===== config.mk =====
export PLATFORM = sky130hd
export DESIGN_NAME = eco32f_lsu
export DESIGN_NICKNAME = d
export VERILOG_FILES = /design/src/rtl/eco32f_lsu.sv
export SDC_FILE = /design/constraint.sdc
export NUM_CORES = 1
export LEC_CHECK = 0
export CAP_MARGIN = 10
export CORE_MARGIN = 2
export CORE_UTILIZATION = 48
export CTS_CLUSTER_DIAMETER = 60
export CTS_CLUSTER_SIZE = 14
export DETAILED_ROUTE_END_ITERATION = 8
export PLACE_DENSITY_LB_ADDON = 0.3
export SLEW_MARGIN = 15
export SYNTH_ARGS = -nofsm -noshare
export SYNTH_HDL_FRONTEND = slang
export SYNTH_SLANG_ARGS = --single-unit

===== constraint.sdc =====
create_clock -name clk -period 5.4 [get_ports clk]
set_clock_uncertainty 0.15 [all_clocks]
set_input_delay 1.08 -clock clk [delete_from_list [all_inputs] [get_ports clk]]
set_output_delay 1.08 -clock clk [all_outputs]
set_load 0.05 [all_outputs]

===== src/rtl/eco32f_lsu.sv =====
// eco32f_lsu: MEM-stage load/store unit with a wait-state data bus and writeback.
module eco32f_lsu (
   input  logic        clk,
   input  logic        rst,
   input  logic        mem_load,
   input  logic        mem_store,
   input  logic [1:0]  mem_size,
   input  logic        mem_signed,
   input  logic        mem_flush,
   input  logic [4:0]  mem_rf_r_addr,
   input  logic        mem_rf_r_we,
   input  logic [31:0] mem_alu_result,
   input  logic [31:0] mem_store_data,
   output logic        mem_stall,
   output logic        mem_except_align,
   output logic        mem_except_bus,
   output logic [31:0] dbus_adr,
   output logic        dbus_req,
   output logic        dbus_we,
   output logic [3:0]  dbus_sel,
   output logic [31:0] dbus_dat_o,
   input  logic [31:0] dbus_dat_i,
   input  logic        dbus_ack,
   input  logic        dbus_err,
   output logic [4:0]  wb_rf_r_addr,
   output logic        wb_rf_r_we,
   output logic [31:0] wb_rf_r
);
   typedef enum logic [1:0] {IDLE, ACCESS, DONE} state_t;
   state_t state, state_nx;
   logic mem_op, aligned, kill;
   logic [1:0] off;
   logic [3:0] sel_nx;
   logic [31:0] dat_nx, byte_sh, lane, ext, ld_data;
   assign off     = mem_alu_result[1:0];
   assign mem_op  = (mem_load | mem_store) & !mem_flush;
   assign aligned = mem_size == 2'd0 ? 1'b1 : mem_size == 2'd1 ? !off[0] : off == 2'd0;
   assign sel_nx  = mem_size == 2'd0 ? 4'b1000 >> off :
                    mem_size == 2'd1 ? (off[1] ? 4'b0011 : 4'b1100) : 4'b1111;
   assign dat_nx  = mem_size == 2'd0 ? {4{mem_store_data[7:0]}} :
                    mem_size == 2'd1 ? {2{mem_store_data[15:0]}} : mem_store_data;
   // big-endian: byte at offset k lives in bits 8*(3-k)+7 : 8*(3-k)
   assign byte_sh = dbus_dat_i >> {~off, 3'b000};
   assign lane    = mem_size == 2'd0 ? {24'h0, byte_sh[7:0]} :
                    mem_size == 2'd1 ? {16'h0, off[1] ? dbus_dat_i[15:0] : dbus_dat_i[31:16]} : dbus_dat_i;
   assign ext     = mem_size == 2'd0 ? {{24{mem_signed & ld_data[7]}}, ld_data[7:0]} :
                    mem_size == 2'd1 ? {{16{mem_signed & ld_data[15]}}, ld_data[15:0]} : ld_data;
   assign mem_stall = state == ACCESS | (state == IDLE & mem_op & aligned);
   always_comb begin
      state_nx = state;
      case (state)
         IDLE:    state_nx = mem_op & aligned ? ACCESS : IDLE;
         ACCESS:  state_nx = dbus_err ? IDLE : dbus_ack ? DONE : ACCESS;
         default: state_nx = IDLE;
      endcase
   end
   always_ff @(posedge clk or negedge rst) begin
      if (!rst) begin
         state            <= IDLE;
         dbus_req         <= 1'b0;
         dbus_we          <= 1'b0;
         dbus_sel         <= 4'b0;
         wb_rf_r_we       <= 1'b0;
         mem_except_align <= 1'b0;
         mem_except_bus   <= 1'b0;
         kill             <= 1'b0;
      end else begin
         state            <= state_nx;
         mem_except_align <= 1'b0;
         mem_except_bus   <= 1'b0;
         case (state)
            IDLE: begin
               kill <= 1'b0;
               if (mem_op & !aligned) begin
                  mem_except_align <= 1'b1;
                  wb_rf_r_we       <= 1'b0;
               end else if (mem_op) begin
                  dbus_req   <= 1'b1;
                  dbus_we    <= mem_store;
                  dbus_sel   <= sel_nx;
                  wb_rf_r_we <= 1'b0;
               end else
                  wb_rf_r_we <= mem_rf_r_we & !mem_flush;
            end
            ACCESS: begin
               wb_rf_r_we <= 1'b0;
               if (mem_flush) kill <= 1'b1;
               if (dbus_err | dbus_ack) dbus_req <= 1'b0;
               if (dbus_err) begin
                  mem_except_bus <= !(kill | mem_flush);
                  kill           <= 1'b0;
               end
            end
            default: begin
               wb_rf_r_we <= !dbus_we & mem_rf_r_we & !kill;
               kill       <= 1'b0;
            end
         endcase
      end
   end
   // address/data registers carry no reset value
   always_ff @(posedge clk) begin
      wb_rf_r_addr <= mem_rf_r_addr;
      if (state == IDLE & !mem_op) wb_rf_r <= mem_alu_result;
      if (state == IDLE & mem_op & aligned) begin
         dbus_adr   <= {mem_alu_result[31:2], 2'b00};
         dbus_dat_o <= dat_nx;
      end
      if (state == ACCESS & dbus_ack & !dbus_err) ld_data <= lane;
      if (state == DONE & !dbus_we) wb_rf_r <= ext;
   end
endmodule


# --- Word-level counts from Yosys, hierarchy flattened ---
# Index checks and enable logic that the tools add are counted.
totals:
  inputBits: 112
  ff_bits: 143
op_classes:
  n_eq_ne: 7
  n_shift: 2
  bitwise: 20
  mux: 32
  reduce_logical: 16
ops:
  columns: ["cell", "n"]
  rows:
  - ["32-bit 2-to-1 mux", 6]
  - ["16-bit 2-to-1 mux", 2]
  - ["32-bit by 5-bit >> shifter with 8-bit output", 1]
  - ["1-bit 2-to-1 mux", 15]
  - ["1-bit AND", 14]
  - ["4-bit 2-to-1 mux", 3]
  - ["1-bit zero test", 8]
  - ["8-bit 2-to-1 mux", 1]
  - ["2-bit zero test", 3]
  - ["2-bit by 1-bit == test with 1-bit output, second input constant", 2]
  - ["2-bit 2-to-1 mux", 2]
  - ["2-bit inequality test, second input constant", 2]
  - ["1-bit OR", 4]
  - ["1-bit case mux with 2 select lines", 2]
  - ["2-bit case mux with 2 select lines", 1]
  - ["4-bit AND reduction", 1]
  - ["2-bit nonzero test", 2]
  - ["4-bit by 2-bit >> shifter with 4-bit output, first input constant", 1]
  - ["3-bit inequality test, second input constant", 1]
  - ["3-bit AND reduction", 1]
  - ["2-bit == test, second input constant", 1]
  - ["2-bit by 1-bit inequality test with 1-bit output, second input constant", 1]
  - ["2-bit NOT", 1]
  - ["2-bit OR reduction", 1]
  - ["1-bit NOT", 1]

# --- Longest topological paths before layout ---
# Gate-level depths: netlist (run 1).
logic_depth:
  ltp_word: 7
  ltp_mapped: 6
  depth_no_buf: 5

# --- Worst setup path after synthesis (run 1) ---
# No wires, ideal clock.
synth_timing:
  path_kind: "input port to flip-flop"
  start: "input dbus_err"
  end: "register ld_data[0] (enable)"
  setup_time_ps: 468
  t_required_ps: 4782
  setup_slack_ps: 1299
  path_stages: 1
  arrival_time_ps: 3483
  path_cell_list: "nor3b_1"
synth_via:
  elab_chain_cells: 2
synth_lines:
  columns: ["element", "line", "source"]
  rows:
  - ["start: declaration", "24", "input logic dbus_err,"]
  - ["1-bit zero test", "109", "if (state == ACCESS & dbus_ack & !dbus_err) ld_data <= lane;"]
  - ["1-bit AND", "109", null]
  - ["end signal: assignment", "109", null]
  - ["end: declaration", "34", "logic [31:0] dat_nx, byte_sh, lane, ext, ld_data;"]
# No other way between the ends.
# A chain may end at the register's enable or synchronous reset.

# --- Worst setup path after layout (run 1) ---
layout_timing:
  start: "input mem_flush"
  end: "output mem_stall"
layout_via:
  elab_chain_cells: 5
layout_lines:
  columns: ["element", "line", "source"]
  rows:
  - ["start: declaration", "9", "input logic mem_flush,"]
  - ["1-bit zero test", "36", "assign mem_op = (mem_load | mem_store) & !mem_flush;"]
  - ["1-bit AND", "36", null]
  - ["1-bit AND (2 in a row)", "48", "assign mem_stall = state == ACCESS | (state == IDLE & mem_op & aligned);"]
  - ["1-bit OR", "48", null]
  - ["end: declaration", "14", "output logic mem_stall,"]
# No other way between the ends.

==> out/metrics.csv, run 1 <==
stage,metric,value,unit
routing,first_pass_iters,5,
timing,fin_setup_tns,0,ns
floorplanning,fp-row-count,41,
worst_setup_path,cp_max_fo,5,
floorplanning,die_w,116.9,µm
floorplanning,io_pins,223,
placement,place.gp.congestion,0.8084,
floorplanning,die_h,116.9,µm
routing,totalWireLength,15240,µm
routing,route.vias.total,4352,
outcome,outcome,"complete, no violations",
pwr,peakVddDrop,193.8,µV
global_route,use_met2,0.3915,
placement,dp_cells,810,
floorplanning,start_util,0.4890,
finish,drive_gt1_frac,0.1300,
logic_synthesis,syn_inst,439,
flow_run,cap_violations,0,
clock_tree,numCtsBuffers,17,
pwr,power_density,331.6,mW/mm²
global_route,met3_usage,0.1133,
routing,via_per_inst,5.175,
logic_synthesis,syn-cell-area,0.006121,mm²
timing,tightest_slew,1.055,ns
global_route,use_met1,0.2560,
placement,hpwl,10810,µm
floorplanning,die-area,0.01367,mm²
global_route,grt.busiest_layer,met2,
global_route,antenna_found_initial,0,
clock_tree,clock-sinks,143,
routing,routedWlPerCell,18.12,µm
clock_tree,htreeDepth,4,
logic_synthesis,synth_edf_count,126,
routing,drc,0,
clock_tree,cts_hold_buf,0,
finish,diodes,0,
logic_synthesis,yosysSeqAreaShare,0.6836,
clock_tree,clk-insertion-delay-late,0.41,ns
finish,layout.cells.non_filler,841,
logic_synthesis,synth-async-reset-ratio,0.08392,
global_route,globalRouteOverflowTotal,0,
logic_synthesis,synth_flop_cell,edfxtp_1,
worst_setup_path,crit_required,4.17,ns
timing,slew_headroom,0.2950,
timing,clock.fmax,0.2306,GHz
worst_setup_path,endpoint_kind,output port,
timing,holdWs,0.3377,ns
clock_tree,cts_resized,0,
hold_path,hp-class,reg -> reg,
clock_tree,clk_path_buf_depth,2,
global_route,grt_usage,0.2309,
floorplanning,core-area,0.01252,mm²
pwr,p_total,2971,µW
routing,antenna_left,0,
clock_tree,cts-root-buf,clkbuf_16,
finish,area_delta_synth_final,46.38,%
placement,port_buffers,220,
timing,final_max_slew_viol_count,0,
logic_synthesis,yosysWarnings,0,
logic_synthesis,synthDistinctLibCells,44,
finish,nFillCells,896,
logic_synthesis,ys_seq_elements,143,
global_route,grt_max_degree,72,
routing,drtIter0Drc,345,
clock_tree,clk_pin_slew,0.05,ns
pwr,p_leak,0.003217,µW
worst_setup_path,start_kind,primary input,
logic_synthesis,synth.avg_cell_area,13.94,µm²
worst_setup_path,cp_data_arrival_time,3.11,ns
timing,finalCritPeriodShare,0.8030,
timing,finalCriticalPeriod,4.336,ns
worst_setup_path,critPathKind,in -> out,
clock_tree,cts_setup_buffers,0,
global_route,grt_pass1_vias,4403,
timing,grt_setup_unrepaired,no,
timing,hold_viol,0,
timing,setup_viol,0,
global_route,grt_pass1_wl,23120,µm
finish,layout.nets,769,
clock_tree,cts_tree,yes,
[final timing paths]
kind | start | end | slack (ns) | cells after the start
setup / recovery | mem_flush | mem_stall | 1.06 | 6
hold / removal | dbus_sel[3] | dbus_sel[3] | 0.34 | 1
setup reg to reg | state[0] | dbus_dat_o[20] | 2.74 | 4
hold reg to reg | dbus_sel[3] | dbus_sel[3] | 0.34 | 1
max in group asynchronous | rst | dbus_sel[2] | 3.84 | 1
min in group asynchronous | rst | dbus_we | 0.89 | 1
[worst max-delay path, stage by stage]
cell             delay, ns
clkdlybuf4s50_1       0.46
o21bai_4              0.21
nor3_2                0.31
nand2_2               0.15
nand2_1               0.10
clkdlybuf4s50_1       0.80
[power by group]
part	total (µW)	switching, µW	internal [µW]
logic	617	381	236
registers	1320	25.6	1290
clock network	1030	415	619
total	2970	822	2150
[registers in the layout, summed over array words and instances (netlist names)]
register	cells
mem_except_bus	1
kill	1
mem_except_align	1
dbus_we	1
dbus_sel	4
wb_rf_r_we	1
dbus_adr	30
wb_rf_r	32
wb_rf_r_addr	5
state	2
dbus_dat_o	32
dbus_req	1
ld_data	32
[kinds of logic after synthesis]
| group | share of synthesized area |
|---|---|
| compound gates | 0.09689 |
| buf+inv | 0.02903 |
| flops | 0.6836 |
| mux | 0.08933 |
| other cells | 0.0006127 |
| simple gates | 0.1006 |
[layer usage]
layer / part of all wire / vias to the layer above
li1: - / 2053
met4: 0.016 / 0
met5: 0 / -
met3: 0.11 / 16
met2: 0.50 / 208
met1: 0.37 / 2075
[per-stage QoR]
stage                     instance area (µm²)  utilization  worst slack, ns
after floorplan                          6125            -            1.299
after global placement                   8447       0.6748            1.120
after detailed placement                 8447       0.6748            1.047
after global routing                     8960       0.7158           0.9340
final                                    8960       0.7158            1.064
after CTS                                8960       0.7158            1.047
[layout by cell type, fill, tap and decap left out, types with 2 or more instances in the layout]
| cell type | count |
|---|---|
| a21oi_1 | 35 |
| a21oi_2 | 20 |
| a22o_1 | 5 |
| a22oi_1 | 7 |
| and2_1 | 18 |
| buf_4 | 8 |
| clkbuf_1 | 4 |
| clkbuf_16 | 17 |
| clkdlybuf4s50_1 | 219 |
| clkinv_1 | 4 |
| clkinv_2 | 4 |
| conb_1 | 2 |
| dfrtp_1 | 12 |
| dfxtp_1 | 5 |
| edfxtp_1 | 126 |
| mux2_2 | 16 |
| mux2i_1 | 22 |
| mux4_2 | 6 |
| nand2_1 | 48 |
| nand2b_1 | 4 |
| nand4_1 | 2 |
| nor2_1 | 40 |
| nor2_2 | 2 |
| nor3b_1 | 2 |
| o21ai_0 | 10 |
| o21ai_1 | 4 |
| or4_1 | 2 |
[area by class of cell]
class	instances	area, µm²	share of cell area
inverters	1	3.754	0.0004189
well taps	172	215.2	0.02402
clock inverters	10	72.57	0.008099
flip-flops and latches	143	4184	0.4670
clock buffers	21	440.4	0.04916
repair buffers	228	2257	0.2519
multi-input cells	266	1787	0.1994
[cell usage after synthesis (2+ instances only)]
cell type,n,share of area
edfxtp_1,126,0.62
nand2_1,48,0.029
nor2_1,41,0.025
a21oi_1,36,0.029
mux2i_1,22,0.036
a21oi_2,20,0.029
and2_1,18,0.018
buf_2,16,0.013
mux2_2,16,0.029
dfrtp_1,12,0.049
o21ai_0,10,0.0082
a22oi_1,7,0.0086
clkbuf_1,6,0.0037
mux4_2,6,0.022
a22o_1,5,0.0072
buf_4,5,0.0061
dfxtp_1,5,0.016
nand2b_1,4,0.0041
o21ai_1,4,0.0033
buf_6,3,0.0055
nor3b_1,3,0.0037
nand4_1,2,0.0020
nor2_2,2,0.0020
or4_1,2,0.0025
(Power assumes the default switching activity.)
==> run 2, diff against run 1 <==
CORE_UTILIZATION = 45   (was 48)
clock period = 4.1 ns   (was 5.4 ns; I/O delays follow)
==> out/metrics.csv, run 2 (synthesis gave the netlist of run 1 again) <==
stage,metric,value,unit,change
outcome,outcome,"complete, no violations",,unchanged
worst_setup_path,crit_start,mem_size[0],,was mem_flush
timing,fin_setup_tns,0,ns,unchanged
pwr,peakVddDrop,266.3,µV,was 193.8 µV
clock_tree,clk_path_buf_depth,2,,unchanged
routing,drtIter0Drc,354,,was 345
finish,ff_latch_area,0.004184,mm²,unchanged
timing,finalCritPeriodShare,0.7963,,
timing,setup_viol,0,,unchanged
pwr,p_int,3089,µW,was 2150 µW
routing,drc,0,,unchanged
global_route,grt_max_degree,57,,was 72
timing,tightest_slew,0.9405,ns,was 1.055 ns
pwr,p_leak,0.003291,µW,was 0.003217 µW
timing,hold_viol,0,,unchanged
hold_path,hp-class,reg -> reg,,unchanged
pwr,switchingPower,1106,µW,was 821.8 µW
worst_setup_path,critPathKind,in -> out,,unchanged
global_route,grt_pass1_wl,23810,µm,was 23120 µm
pwr,seqPwrFrac,0.414,,was 0.444
clock_tree,clk_pin_slew,0.06,ns,was 0.05 ns
finish,final_common_cell,clkdlybuf4s50_1,,unchanged
routing,route.vias.total,4357,,was 4352
global_route,grt_usage,0.2193,,was 0.2309
hold_path,hp-start,dbus_sel[3],,unchanged
floorplanning,io_pins,223,,unchanged
timing,slew_headroom,0.3723,,was 0.2950
floorplanning,fp-row-count,42,,was 41
finish,layout_common_cells,"clkdlybuf4s50_1, edfxtp_1, nand2_1",,unchanged
pwr,p_total,4195,µW,was 2971 µW
placement,hpwl,10850,µm,was 10810 µm
worst_setup_path,start_kind,primary input,,unchanged
worst_setup_path,cp_data_arrival_time,2.29,ns,was 3.11 ns
clock_tree,htreeDepth,4,,unchanged
worst_setup_path,crit_required,3.13,ns,was 4.17 ns
pwr,power_density,460.3,mW/mm²,was 331.6 mW/mm²
timing,final_max_slew_viol_count,0,,unchanged
clock_tree,clk-insertion-delay-late,0.41,ns,about the same
placement,place.gp.congestion,0.7857,,was 0.8084
routing,totalWireLength,15310,µm,was 15240 µm
routing,routedWlPerCell,18.08,µm,was 18.12 µm
clock_tree,numCtsBuffers,17,,unchanged
floorplanning,core-area,0.01324,mm²,was 0.01252 mm²
finish,layout.nets,771,,was 769
routing,first_pass_iters,5,,unchanged
pwr,p_sw_frac,0.2636,,was 0.2766
clock_tree,clock-sinks,143,,unchanged
flow_run,cap_violations,0,,unchanged
routing,via_per_inst,5.144,,was 5.175
clock_tree,cts_tree,yes,,unchanged
clock_tree,cts-root-buf,clkbuf_16,,unchanged
global_route,antenna_found_initial,0,,unchanged
floorplanning,die-area,0.01455,mm²,was 0.01367 mm²
timing,clock.fmax,0.3063,GHz,
pwr,p_comb_frac,0.196,,was 0.208
clock_tree,cts_resized,0,,unchanged
finish,area_delta_synth_final,48.88,%,was 46.38%
finish,nFillCells,969,,was 896
worst_setup_path,cp_max_fo,12,,was 5
routing,antenna_left,0,,unchanged
clock_tree,cts_hold_buf,0,,unchanged
clock_tree,cts_setup_buffers,0,,unchanged
global_route,globalRouteOverflowTotal,0,,unchanged
timing,holdWs,0.3377,ns,about the same
placement,pre_cts_slack,0.8361,ns,was 1.047 ns
finish,drive_gt1_frac,0.1401,,was 0.1300
timing,fin_ws,0.8353,ns,was 1.064 ns
finish,multiInputGateArea,0.001787,mm²,unchanged
pwr,clkPwrFrac,0.390,,was 0.348
timing,grt_setup_unrepaired,no,,unchanged
timing,finalCriticalPeriod,3.265,ns,
worst_setup_path,timing.rr.start,state[0],,unchanged
finish,fin_area,0.009112,mm²,was 0.008960 mm²
worst_setup_path,endpoint_kind,output port,,unchanged
finish,top_regs,"dbus_dat_o x32, ld_data x32, wb_rf_r x32",,unchanged
finish,diodes,0,,unchanged
floorplanning,die_h,120.6,µm,was 116.9 µm
placement,port_buffers,220,,unchanged
global_route,grt_pass1_vias,4435,,was 4403
floorplanning,die_w,120.6,µm,was 116.9 µm
floorplanning,start_util,0.4622,,was 0.4890
placement,place_area,0.008489,mm²,was 0.008447 mm²
run 2: power groups by stage:
stage / logic (µW) / clock network [µW] / registers [µW]
after CTS: 830 / 1660 / 1740
after floorplan: 198 / 0 / 2050
after global placement: 813 / 0 / 1760
after detailed placement: 826 / 0 / 1770
after global routing: 869 / 1720 / 1750
final: 823 / 1640 / 1740
run 2: stage by stage:
stage / util / std cells
6_report: 0.6881 / 847
5_1_grt: 0.6881 / 847
4_1_cts: 0.6881 / 847
3_5_place_dp: 0.6411 / 816
3_3_place_gp: 0.6411 / 816
2_1_floorplan: - / 440
run 2: worst paths after layout:
kind                                      to  slack [ns]  depth (start not counted)
worst min-delay path             dbus_sel[3]        0.34                          1
max in group asynchronous        dbus_sel[1]        2.80                          1
worst min register to register   dbus_sel[3]        0.34                          1
min in group asynchronous        dbus_sel[2]        0.62                          1
worst max-delay path               mem_stall        0.84                          7
worst max register to register  dbus_adr[22]        1.81                          4
run 2: layout make-up:
class	instances	share of cell area
well taps	176	0.02417
clock buffers	18	0.04710
inverters	1	0.0004119
multi-input cells	266	0.1961
flip-flops and latches	143	0.4592
clock inverters	13	0.02128
repair buffers	230	0.2518
run 2: critical path: stages:
cell and delay, ns:
clkdlybuf4s50_1 0.48, buf_4 0.24, a21oi_1 0.11, o21bai_2 0.24, nand2_2 0.12, nand2_1 0.10, buf_12 0.17
run 2: per-layer routing:
| layer | up-vias | share of wire | global-route usage |
|---|---|---|---|
| met5 | - | 0 | 0 |
| met4 | 0 | 0.0049 | 0.06613 |
| met3 | 6 | 0.11 | 0.09151 |
| met2 | 215 | 0.50 | 0.3665 |
| met1 | 2079 | 0.39 | 0.2585 |
| li1 | 2057 | - | - |
==> run 3, diff against run 2 <==
clock period = 3.34 ns   (was 4.1 ns; I/O delays follow)
==> out/metrics.csv, run 3 (synthesis gave the netlist of run 1 again) <==
stage,metric,value,unit,change
timing,clock.fmax,0.3401,GHz,
pwr,seqPwrFrac,0.446,,was 0.414
hold_path,hp-class,reg -> reg,,unchanged
worst_setup_path,critPathTopFamily,buffers and inverters,,unchanged
worst_setup_path,cp_data_arrival_time,2.12,ns,was 2.29 ns
finish,top_regs,"dbus_dat_o x32, ld_data x32, wb_rf_r x32",,unchanged
clock_tree,cts_setup_buffers,0,,unchanged
floorplanning,start_util,0.4622,,unchanged
clock_tree,cts_tree,yes,,unchanged
floorplanning,fp-row-count,42,,unchanged
clock_tree,clock-sinks,143,,unchanged
worst_setup_path,crit_required,2.52,ns,was 3.13 ns
clock_tree,cts-root-buf,clkbuf_16,,unchanged
finish,final_common_cell,clkdlybuf4s50_1,,unchanged
outcome,outcome,"complete, no violations",,unchanged
finish,drive_gt1_frac,0.1422,,was 0.1401
routing,routedWlPerCell,18.04,µm,was 18.08 µm
worst_setup_path,critPathBufInv,2,,was 3
pwr,p_leak,0.003259,µW,was 0.003291 µW
global_route,grt_max_degree,49,,was 57
clock_tree,clk-insertion-delay-late,0.41,ns,about the same
finish,ff_latch_area,0.004184,mm²,unchanged
finish,diodes,0,,unchanged
timing,slew_headroom,0.3831,,was 0.3723
routing,first_pass_iters,4,,was 5
floorplanning,die_w,120.6,µm,unchanged
worst_setup_path,cpPeakStageDelay,0.57,ns,was 0.48 ns
finish,multiInputGateArea,0.001793,mm²,was 0.001787 mm²
finish,nFillCells,961,,was 969
floorplanning,die-area,0.01455,mm²,unchanged
flow_run,cap_violations,0,,unchanged
finish,layout_common_cells,"clkdlybuf4s50_1, edfxtp_1, nand2_1",,unchanged
worst_setup_path,slowest_stage,clkdlybuf4s50_1,,unchanged
routing,drtIter0Drc,264,,was 354
finish,layout.cells.non_filler,851,,was 847
timing,hold_viol,0,,unchanged
global_route,globalRouteOverflowTotal,0,,unchanged
timing,finalCriticalPeriod,2.940,ns,
pwr,peakVddDrop,323.2,µV,was 266.3 µV
placement,hpwl,11200,µm,was 10850 µm
routing,totalWireLength,15350,µm,was 15310 µm
placement,port_buffers,220,,unchanged
finish,layout.nets,774,,was 771
global_route,grt_pass1_wl,22980,µm,was 23810 µm
routing,drc,0,,unchanged
global_route,grt_usage,0.2124,,was 0.2193
timing,finalCritPeriodShare,0.8803,,
clock_tree,clk_path_buf_depth,2,,unchanged
timing,grt_setup_unrepaired,no,,unchanged
worst_setup_path,start_kind,primary input,,unchanged
timing,final_max_slew_viol_count,0,,unchanged
clock_tree,numCtsBuffers,17,,unchanged
clock_tree,cts_hold_buf,0,,unchanged
pwr,clkPwrFrac,0.341,,was 0.390
global_route,antenna_found_initial,1,,was 0
timing,setup_viol,0,,unchanged
worst_setup_path,endpoint_kind,output port,,unchanged
clock_tree,htreeDepth,4,,unchanged
timing,fin_setup_tns,0,ns,unchanged
timing,tightest_slew,0.9244,ns,was 0.9405 ns
clock_tree,cts_resized,0,,unchanged
pwr,power_density,529.2,mW/mm²,was 460.3 mW/mm²
floorplanning,core-area,0.01324,mm²,unchanged
routing,antenna_left,0,,unchanged
pwr,p_comb_frac,0.213,,was 0.196
placement,place.gp.congestion,0.8118,,was 0.7857
pwr,p_int,3443,µW,was 3089 µW
placement,dp_cells,819,,was 816
floorplanning,io_pins,223,,unchanged
floorplanning,die_h,120.6,µm,unchanged
worst_setup_path,cp_max_fo,5,,was 12
clock_tree,clk_pin_slew,0.06,ns,about the same
routing,route.vias.total,4420,,was 4357
routing,via_per_inst,5.194,,was 5.144
worst_setup_path,cp_cell_sequence,"clkdlybuf4s50_1, o21bai_4, nor3_2, nand2_2, nand2_1, buf_12",,"was clkdlybuf4s50_1, buf_4, a21oi_1, o21bai_2, nand2_2, nand2_1, buf_12"
global_route,grt_pass1_vias,4320,,was 4435
finish,area_delta_synth_final,47.42,%,was 48.88%
pwr,p_sw_frac,0.2790,,was 0.2636
worst_setup_path,critPathKind,in -> out,,unchanged
pwr,switchingPower,1332,µW,was 1106 µW
[run 3: changes by cell type in the layout (fill, tap and decap cells not counted), sizes merged]
cell    before  now
clkbuf      18   24
bufinv       5    0
buf         12   15
clkinv       7    8
inv          2    1
[run 3: final cells by class]
cell class	count	area share
clock buffers	24	0.05116
clock inverters	8	0.004853
inverters	1	0.0004160
multi-input cells	266	0.1987
flip-flops and latches	143	0.4637
well taps	176	0.02440
repair buffers	233	0.2568
[run 3: power by group through the flow]
stage / sequential [µW] / clock (µW) / combinational, µW
6_report: 2130 / 1630 / 1020
5_1_grt: 2140 / 1740 / 1070
4_1_cts: 2130 / 1670 / 1020
3_5_place_dp: 2170 / 0 / 1020
3_3_place_gp: 2170 / 0 / 1000
2_1_floorplan: 2520 / 0 / 244
[run 3: final timing paths]
path,cells after the start,slack [ns],start,end
max in group asynchronous,1,2.19,rst,dbus_sel[1]
min in group asynchronous,1,0.47,rst,dbus_sel[2]
hold / removal,1,0.35,dbus_sel[3],dbus_sel[3]
setup reg to reg,5,1.29,state[1],wb_rf_r[21]
setup / recovery,6,0.40,mem_store,mem_stall
hold reg to reg,1,0.35,dbus_sel[3],dbus_sel[3]
[run 3: routing by layer]
metal	wire length, µm	track usage	up-vias
met5	0	0	-
met4	144	0.06177	0
met3	1732	0.09953	10
met2	7565	0.3499	239
met1	5904	0.2486	2103
li1	-	-	2068
[run 3: stage by stage]
step | hold WS (ns) | area [µm²] | utilization | worst slack, ns | power [µW]
finish | 0.3521 | 9024 | 0.6814 | 0.3997 | 4775
global route | 0.3696 | 9024 | 0.6814 | 0.3550 | 4946
CTS | 0.3579 | 9024 | 0.6814 | 0.4192 | 4822
detailed placement | 0.3325 | 8518 | 0.6432 | 0.4264 | 3187
global placement | 0.3220 | 8518 | 0.6432 | 0.5042 | 3167
floorplan | 0.2224 | 6130 | - | 0.2580 | 2765
